### config.mk
export PLATFORM = sky130hd
export DESIGN_NAME = time_display_scan
export DESIGN_NICKNAME = d
export VERILOG_FILES = /design/src/rtl/clock_pkg.sv /design/src/rtl/time_display_scan_seg7_decode.sv /design/src/rtl/time_display_scan.sv
export SDC_FILE = /design/constraint.sdc
export NUM_CORES = 1
export LEC_CHECK = 0
export BUFFER_PORTS_ARGS = -buffer_cell sky130_fd_sc_hd__buf_2
export CORE_MARGIN = 1
export CORE_UTILIZATION = 59
export DETAILED_ROUTE_END_ITERATION = 8
export GPL_TIMING_DRIVEN = 0
export PLACE_DENSITY = 0.8
export SLEW_MARGIN = 20
export SYNTH_ARGS = -nofsm -noshare
export SYNTH_HDL_FRONTEND = slang
export SYNTH_HIERARCHICAL = 1
export SYNTH_SLANG_ARGS = --single-unit
### constraint.sdc
create_clock -name clk -period 5.1 [get_ports clk]
set_clock_uncertainty 0.05 [all_clocks]
set_input_delay 0 -clock clk [delete_from_list [all_inputs] [get_ports clk]]
set_output_delay 0 -clock clk [all_outputs]
set_load 0.02 [all_outputs]
### src/rtl/clock_pkg.sv
// Shared constants for the time display scan path.
// Contents:
//   SEG_0..SEG_9, SEG_DASH, SEG_OFF : active-low segment codes {g,f,e,d,c,b,a}
//   DIG_*                           : digit slot indices, seconds ones = 0
//   SEC_MAX, MIN_MAX, HOUR_MAX      : largest legal value of each field
//   time_t                          : one captured time value
package clock_pkg;

  localparam logic [6:0] SEG_0    = 7'b1000000;
  localparam logic [6:0] SEG_1    = 7'b1111001;
  localparam logic [6:0] SEG_2    = 7'b0100100;
  localparam logic [6:0] SEG_3    = 7'b0110000;
  localparam logic [6:0] SEG_4    = 7'b0011001;
  localparam logic [6:0] SEG_5    = 7'b0010010;
  localparam logic [6:0] SEG_6    = 7'b0000010;
  localparam logic [6:0] SEG_7    = 7'b1111000;
  localparam logic [6:0] SEG_8    = 7'b0000000;
  localparam logic [6:0] SEG_9    = 7'b0010000;
  localparam logic [6:0] SEG_DASH = 7'b0111111;
  localparam logic [6:0] SEG_OFF  = 7'b1111111;

  localparam logic [2:0] DIG_SEC_ONES  = 3'd0;
  localparam logic [2:0] DIG_SEC_TENS  = 3'd1;
  localparam logic [2:0] DIG_MIN_ONES  = 3'd2;
  localparam logic [2:0] DIG_MIN_TENS  = 3'd3;
  localparam logic [2:0] DIG_HOUR_ONES = 3'd4;
  localparam logic [2:0] DIG_HOUR_TENS = 3'd5;

  localparam logic [5:0] SEC_MAX  = 6'd59;
  localparam logic [5:0] MIN_MAX  = 6'd59;
  localparam logic [4:0] HOUR_MAX = 5'd23;

  typedef struct packed {
    logic [4:0] hour;
    logic [5:0] min;
    logic [5:0] sec;
  } time_t;

endpackage

### src/rtl/time_display_scan_seg7_decode.sv
// Combinational BCD to 7-segment decoder, active-low outputs.
// Ports:
//   bcd_i  [3:0] : BCD digit 0..9 (other codes blank the digit)
//   dash_i       : show a dash instead of the digit
//   seg_o  [6:0] : segments {g,f,e,d,c,b,a}, active-low
module seg7_decode
  import clock_pkg::*;
(
  input  logic [3:0] bcd_i,
  input  logic       dash_i,
  output logic [6:0] seg_o
);

  always_comb begin
    seg_o = SEG_OFF;
    if (dash_i) begin
      seg_o = SEG_DASH;
    end else begin
      case (bcd_i)
        4'd0:    seg_o = SEG_0;
        4'd1:    seg_o = SEG_1;
        4'd2:    seg_o = SEG_2;
        4'd3:    seg_o = SEG_3;
        4'd4:    seg_o = SEG_4;
        4'd5:    seg_o = SEG_5;
        4'd6:    seg_o = SEG_6;
        4'd7:    seg_o = SEG_7;
        4'd8:    seg_o = SEG_8;
        4'd9:    seg_o = SEG_9;
        default: seg_o = SEG_OFF;
      endcase
    end
  end

endmodule

### src/rtl/time_display_scan.sv
// Six-digit multiplexed 7-segment scanner for HH:MM:SS.
// Ports:
//   clk, rst        : clock, synchronous active-high reset
//   sec, min, hour  : binary time fields
//   blink_sel [1:0] : field to blink (00 none, 01 sec, 10 min, 11 hour)
//   an  [5:0]       : digit enables, active-low, bit i = digit i
//   seg [6:0]       : segments {g,f,e,d,c,b,a}, active-low
//   dp              : colon, active-low
module time_display_scan
  import clock_pkg::*;
#(
  parameter int SCAN_DIV     = 1000,
  parameter int BLINK_FRAMES = 64
) (
  input  logic       clk,
  input  logic       rst,
  input  logic [5:0] sec,
  input  logic [5:0] min,
  input  logic [4:0] hour,
  input  logic [1:0] blink_sel,
  output logic [5:0] an,
  output logic [6:0] seg,
  output logic       dp
);

  localparam int PW = $clog2(SCAN_DIV);
  localparam int FW = (BLINK_FRAMES > 1) ? $clog2(BLINK_FRAMES) : 1;

  logic [PW-1:0] presc_q, presc_d;
  logic [2:0]    idx_q, idx_d;
  logic [FW-1:0] frame_q, frame_d;
  logic          phase_q, phase_d;
  time_t         snap_q, snap_d;
  logic [5:0]    an_q, an_d;
  logic [6:0]    seg_q, seg_d;
  logic          dp_q, dp_d;

  logic          tick, wrap;
  logic [3:0]    sec_ones, sec_tens, min_ones, min_tens, hour_ones, hour_tens;
  logic          sec_bad, min_bad, hour_bad;
  logic [3:0]    dig_bcd;
  logic          dig_dash;
  logic [1:0]    dig_field;
  logic [6:0]    seg_w;
  logic          blank;

  assign tick = (presc_q == PW'(SCAN_DIV - 1));
  assign wrap = tick && (idx_q == DIG_HOUR_TENS);

  assign sec_tens  = 4'(snap_q.sec / 6'd10);
  assign sec_ones  = 4'(snap_q.sec % 6'd10);
  assign min_tens  = 4'(snap_q.min / 6'd10);
  assign min_ones  = 4'(snap_q.min % 6'd10);
  assign hour_tens = 4'(snap_q.hour / 5'd10);
  assign hour_ones = 4'(snap_q.hour % 5'd10);
  assign sec_bad   = snap_q.sec  > SEC_MAX;
  assign min_bad   = snap_q.min  > MIN_MAX;
  assign hour_bad  = snap_q.hour > HOUR_MAX;

  // Digit selected by the current index; field code matches blink_sel encoding.
  always_comb begin
    dig_bcd   = 4'd0;
    dig_dash  = 1'b0;
    dig_field = 2'b00;
    case (idx_q)
      DIG_SEC_ONES:  begin dig_bcd = sec_ones;  dig_dash = sec_bad;  dig_field = 2'b01; end
      DIG_SEC_TENS:  begin dig_bcd = sec_tens;  dig_dash = sec_bad;  dig_field = 2'b01; end
      DIG_MIN_ONES:  begin dig_bcd = min_ones;  dig_dash = min_bad;  dig_field = 2'b10; end
      DIG_MIN_TENS:  begin dig_bcd = min_tens;  dig_dash = min_bad;  dig_field = 2'b10; end
      DIG_HOUR_ONES: begin dig_bcd = hour_ones; dig_dash = hour_bad; dig_field = 2'b11; end
      DIG_HOUR_TENS: begin dig_bcd = hour_tens; dig_dash = hour_bad; dig_field = 2'b11; end
      default: ;
    endcase
  end

  seg7_decode u_dec (
    .bcd_i  (dig_bcd),
    .dash_i (dig_dash),
    .seg_o  (seg_w)
  );

  assign blank = phase_q && (blink_sel != 2'b00) && (blink_sel == dig_field);

  // The output registers capture the digit at idx_q on the tick that moves
  // the index on, so the snapshot taken at the 5->0 wrap first shows on digit 0.
  always_comb begin
    presc_d = tick ? '0 : presc_q + 1'b1;
    idx_d   = idx_q;
    frame_d = frame_q;
    phase_d = phase_q;
    snap_d  = snap_q;
    an_d    = an_q;
    seg_d   = seg_q;
    dp_d    = dp_q;
    if (tick) begin
      idx_d = (idx_q == DIG_HOUR_TENS) ? DIG_SEC_ONES : idx_q + 3'd1;
      an_d  = blank ? 6'b111111 : ~(6'b000001 << idx_q);
      seg_d = seg_w;
      dp_d  = !(((idx_q == DIG_MIN_ONES) || (idx_q == DIG_HOUR_ONES)) && !snap_q.sec[0]);
    end
    if (wrap) begin
      snap_d = '{hour: hour, min: min, sec: sec};
      if (frame_q == FW'(BLINK_FRAMES - 1)) begin
        frame_d = '0;
        phase_d = ~phase_q;
      end else begin
        frame_d = frame_q + 1'b1;
      end
    end
  end

  always_ff @(posedge clk) begin
    if (rst) begin
      presc_q <= '0;
      idx_q   <= DIG_SEC_ONES;
      frame_q <= '0;
      phase_q <= 1'b0;
      snap_q  <= '0;
      an_q    <= 6'b111111;
      seg_q   <= SEG_OFF;
      dp_q    <= 1'b1;
    end else begin
      presc_q <= presc_d;
      idx_q   <= idx_d;
      frame_q <= frame_d;
      phase_q <= phase_d;
      snap_q  <= snap_d;
      an_q    <= an_d;
      seg_q   <= seg_d;
      dp_q    <= dp_d;
    end
  end

  assign an  = an_q;
  assign seg = seg_q;
  assign dp  = dp_q;

endmodule

======== After elaboration in Yosys (flattened, before gate mapping) ========
Memory sizes are Yosys's and may differ from the RTL's.
Index checks and enable logic that the tools add are counted.
storage, ports and cells
  latch bits .............................. 0
  flip-flop bits (word level) ............. 51
  memories ................................ 1
  input port bits ......................... 21
  memory bits (writable) .................. 0
  word-level logic and storage cells ...... 55
  output and inout bits ................... 14
  bits in read-only memories .............. 112
operators by class
  $mul .................................... 0
  div/mod/pow operators ................... 6
  shift-type cells ........................ 1
  magnitude comparators ................... 3
  muxes and demuxes ....................... 7
  eq/ne operators ......................... 8
  bitwise logic cells ..................... 2
  add/sub/neg operators ................... 3
  reduce and logical (&&, ||, !) cells .... 14
memory list
  name              depth  bits a word  rd ports  clocked after memory_dff  write ports  line                                 text
  (name not given)  16     7            1         0                         0            time_display_scan_seg7_decode.sv:19  case (bcd_i)
operators by type and width
  kind                                                   number
  one-hot mux 4 bit (6 select lines)                     1
  divider 6 x 4 -> 6 bit (second input constant)         2
  > comparator 6 bit (second input constant)             2
  remainder unit 6 x 4 -> 6 bit (second input constant)  2
  2-to-1 mux 6 bit                                       2
  adder 10 x 1 -> 10 bit (second input constant)         1
  equality test 10 bit (second input constant)           1
  OR reduction 2 bit                                     4
  2-to-1 mux 7 bit                                       1
  adder 6 x 1 -> 6 bit (second input constant)           1
  equality test 3 x 2 -> 1 bit (second input constant)   2
  equality test 3 bit (second input constant)            2
  equality test 6 bit (second input constant)            1
  inverter 6 bit                                         1
  one-hot mux 2 bit (3 select lines)                     1
  << shifter 1 x 3 -> 6 bit (first input constant)       1
  divider 5 x 4 -> 5 bit (second input constant)         1
  > comparator 5 bit (second input constant)             1
  remainder unit 5 x 4 -> 5 bit (second input constant)  1
  logical AND 1 bit                                      4
  adder 3 x 1 -> 3 bit (second input constant)           1
  equality test 3 x 1 -> 1 bit (second input constant)   1
  logical NOT 3 bit                                      1
  2-to-1 mux 3 bit                                       1
  other kinds (7)                                        8

======== Longest topological paths before layout ========
  word-level depth ........................ 6
  gate-level depth with buffers ........... 25

======== By module ========
The synthesis kept the hierarchy.
by module, submodules not included
  module             cells an instance  area an instance (um^2)  instances
  time_display_scan  391                3,136.8                  1
  seg7_decode        34                 236.5                    1

======== Least setup slack after synthesis ========
Ideal clock, no wire load.
  path kind ............................... register to register
  start ................................... register idx_q[2]
  end ..................................... register seg_q[3], in the netlist seg[3]
  arrival time ............................ 4.163 ns
  stages on the path, launching flop included .. 23
  setup slack ............................. 0.767 ns
  data required time ...................... 4.930 ns
  buffers on the path ..................... 3
  cells stage by stage .................... dfxtp_1 buf_6 clkbuf_1 inv_1 ha_1 clkbuf_1 nand2_1 nor3_1 nor3_4 mux2_2 ha_1 inv_1 a221oi_1 a31oi_1 a31oi_1 nand2_1 o221ai_1 inv_1 ha_1 nor3b_2 a21oi_1 and2_1 a211o_1
on the way
  longest elaborated chain between the ends .. 4
ends and longest elaborated chain
  item                                               line                                 text
  start, declared                                    time_display_scan.sv:30              logic [2:0] idx_q, idx_d;
  start signal, assigned                             time_display_scan.sv:124             idx_q <= idx_d;
  equality test 3 bit, or another cell as far along  time_display_scan.sv:65              case (idx_q)
  one-hot mux 4 bit (6 select lines) *               time_display_scan.sv:65
  via dig_bcd[1]                                     time_display_scan.sv:41              logic [3:0] dig_bcd;
  memory read (16 x 7 bit) *                         -
  2-to-1 mux 7 bit *                                 time_display_scan_seg7_decode.sv:16  if (dash_i) begin
  via seg_w[3]                                       time_display_scan.sv:44              logic [6:0] seg_w;
  end signal, assigned                               time_display_scan.sv:129             seg_q <= seg_d;
  end, declared                                      time_display_scan.sv:35              logic [6:0] seg_q, seg_d;
Mark *: on every way through the listed nets, which the timed path passes. The rest lies on a longest branch.
A chain may end at the register's enable or synchronous reset.

======== Final worst setup path ========
  start ................................... register idx_q[2]
  end ..................................... register seg_q[4], in the netlist seg[4]
The elaborated chain is that of the path after synthesis.

==> impl_metrics.toml <==
[clock_network]
clk_latency_ps = 310
cts_made_buffers = 5
cts_tree = "yes"
numClockSinks = 51
cts.htree.levels = 2
cts_root_buffer = "clkbuf_8"
clk_path_buf_depth = 2
path_clk_slew_ps = 100

[layout]
final_common_cell = "nand2_1"
finalInstanceArea_um2 = 3960
syn_to_final_growth_pct = 17.3
nNetsFinal = 520
instances_no_fill = 558
layout_common_cells = "60 x nand2_1, 51 x dfxtp_1, 40 x nor2_1"
drive_gt1_share_pct = 18.3
diodes = 0

[yosys]
ys_warn_count = 6
synth_edf_count = 0
ys_seq_area_share_pct = 30.3
synth_nets = 460
synthArstFlopShare_pct = 0
synth_ff_type = "dfxtp_1"
avgSynthCellArea_um2 = 7.94
syn-cell-area_um2 = 3370
ys_ff_latch = 51
syn-instance-count = 425
ys_types = 74

[worst_setup_path]
critical_path_arrival_ps = 4920
criticalPathCategory = "reg2reg"
critical_path.max_fanout = 10
worstPathRequired_ps = 5260
startpoint_type = "flip-flop"
cp-end-kind = "flip-flop"

[routing]
drt_iter0_markers = 227
wl_per_cell_um = 15.6
wl_um = 8730
viasPerCell = 6.01
ant_nets = 0
vias = 3353
drc = 0
first_pass_iters = 6

[sta]
setup_viol = 0
slew_headroom_pct = 52.0
hold_viol = 0
slew_viol_final = 0
whs_ps = 24.7
setup_tns_ps = 0
fin_crit_sh_pct = 93.4
fin_ws_ps = 337
fmax_ghz = 0.210
min_period_ps = 4760
rsz0062_at_grt = "no"
tightest_slew_ps = 716

[global_route]
grt_first_pass_wirelength_um = 14300
grt_max_degree = 17
grt_overflow_total = 0
grt_usage_pct = 29.3
antenna_found_initial = 0
grt_pass1_vias = 3188

[floorplan]
core.rowCount = 27
io_pins = 35
start_util_pct = 61.3
dieHeight_um = 77.6
die_area_um2 = 6020
coreArea_um2 = 5510
die_w_um = 77.6

[pwr]
ir_drop_uv = 254
powerDensity_nw_per_um2 = 171
power.leakage_nw = 1.41

[placed_design]
dp_cells = 531
port_buffers = 34
place_congestion = 0.913
placed_cell_area_um2 = 3630
dp_hpwl_um = 6020
pre_cts_ws_ps = -122

[outcome]
status = "finished clean"

[run]
cap_violations = 0

[min_path]
worstHoldPathType = "in2reg"
state kept, by name, summed over array words and instances (netlist names):
| name | count |
|---|---|
| idx_q | 3 |
| dp | 1 |
| phase_q | 1 |
| frame_q | 6 |
| snap_q | 17 |
| an | 6 |
| seg | 7 |
| presc_q | 10 |
per-stage QoR:
| stage | power [mW] | utilization [%] |
|---|---|---|
| after floorplan | 0.421 | - |
| after global placement | 0.432 | 66.0 |
| after detailed placement | 0.433 | 66.0 |
| after CTS | 0.683 | 71.0 |
| after global routing | 0.699 | 71.8 |
| final | 0.678 | 71.8 |
final cells by class:
cell class	instances	area [µm²]
buffer	25	159
clock buffer	6	82.6
clock inverter	2	16.3
fill	422	1550
inverter	14	52.6
multi-input combinational	335	2180
sequential	51	1020
tap	72	90.1
timing repair buffer	53	355
power by group:
group | leakage (nW) | internal, mW | switching, mW | total (mW)
clock | 0.0474 | 0.111 | 0.133 | 0.244
sequential | 0.412 | 0.400 | 0.00173 | 0.402
combinational | 0.953 | 0.0181 | 0.0147 | 0.0327
total | 1.41 | 0.529 | 0.149 | 0.678
Yosys cell counts, types with 3 or more instances:
master	count	area, µm²
clkbuf_1	13	48.8
a21oi_1	36	180
and2_4	3	26.3
xnor2_1	10	87.6
and2_1	11	68.8
nand4_1	7	43.8
o221ai_1	3	26.3
a211o_1	7	61.3
a211oi_1	3	22.5
nand2_1	60	225
nor2_1	40	150
nor3_1	20	100
nor2b_1	6	37.5
buf_6	7	78.8
o22ai_1	4	25.0
a31oi_1	8	50.1
nand2b_1	4	25.0
inv_1	11	41.3
nand3_1	12	60.1
xor2_1	8	70.1
buf_2	3	15.0
dfxtp_1	51	1020
mux2i_1	4	40.0
o21ai_0	18	90.1
inv_2	3	11.3
ha_1	14	175
worst max-delay path, cell delays in order (launching register included):
cell      delay (ps)
dfxtp_1          410
buf_6            190
clkbuf_4         230
inv_1            100
ha_1             230
clkbuf_2         210
nand2_1          140
nor3_2            70
nor3_4           330
mux2_2           260
ha_1             150
inv_1             40
a221oi_1         250
a31oi_2          180
a31oi_1          250
nand4_1          120
a221o_1          390
inv_1            130
ha_1             180
nand2b_1          60
a21oi_1          120
o21ai_0          100
and2_1           180
a211o_1          270
final timing paths:
path / cells past startpoint / from / to / slack [ps]
hold / removal: 3 / rst / an[5] / 20
setup reg to reg: 23 / idx_q[2] / seg[4] / 340
setup / recovery: 23 / idx_q[2] / seg[4] / 340
hold reg to reg: 1 / presc_q[0] / presc_q[0] / 410
cell families after synthesis:
logic type	count (synthesis)	share of synthesized area (%)
flops	51	30.3
mux	5	1.52
simple gates	184	27.6
xor+xnor	19	5.49
buf+inv	39	6.12
fa+ha+maj	14	5.19
compound gates	113	23.9
repair_timing:
action | 4_1_cts | 5_1_grt
buffers inserted | 0 | 2
hold buffers | 17 | 0
endpoints found under the hold margin | 17 | 0
setup endpoints to repair | 3 | 7
resized for setup | 1 | 9
pin swaps | 0 | 1
per-layer routing:
metal	GRT usage [%]	share of wire, %	vias to the layer above
met5	0	0	-
met2	52.2	49	137
met3	4.35	5.6	21
li1	-	-	1621
met4	10.8	2.2	0
met1	35.5	44	1574
Power figures use the tool's default switching activity.
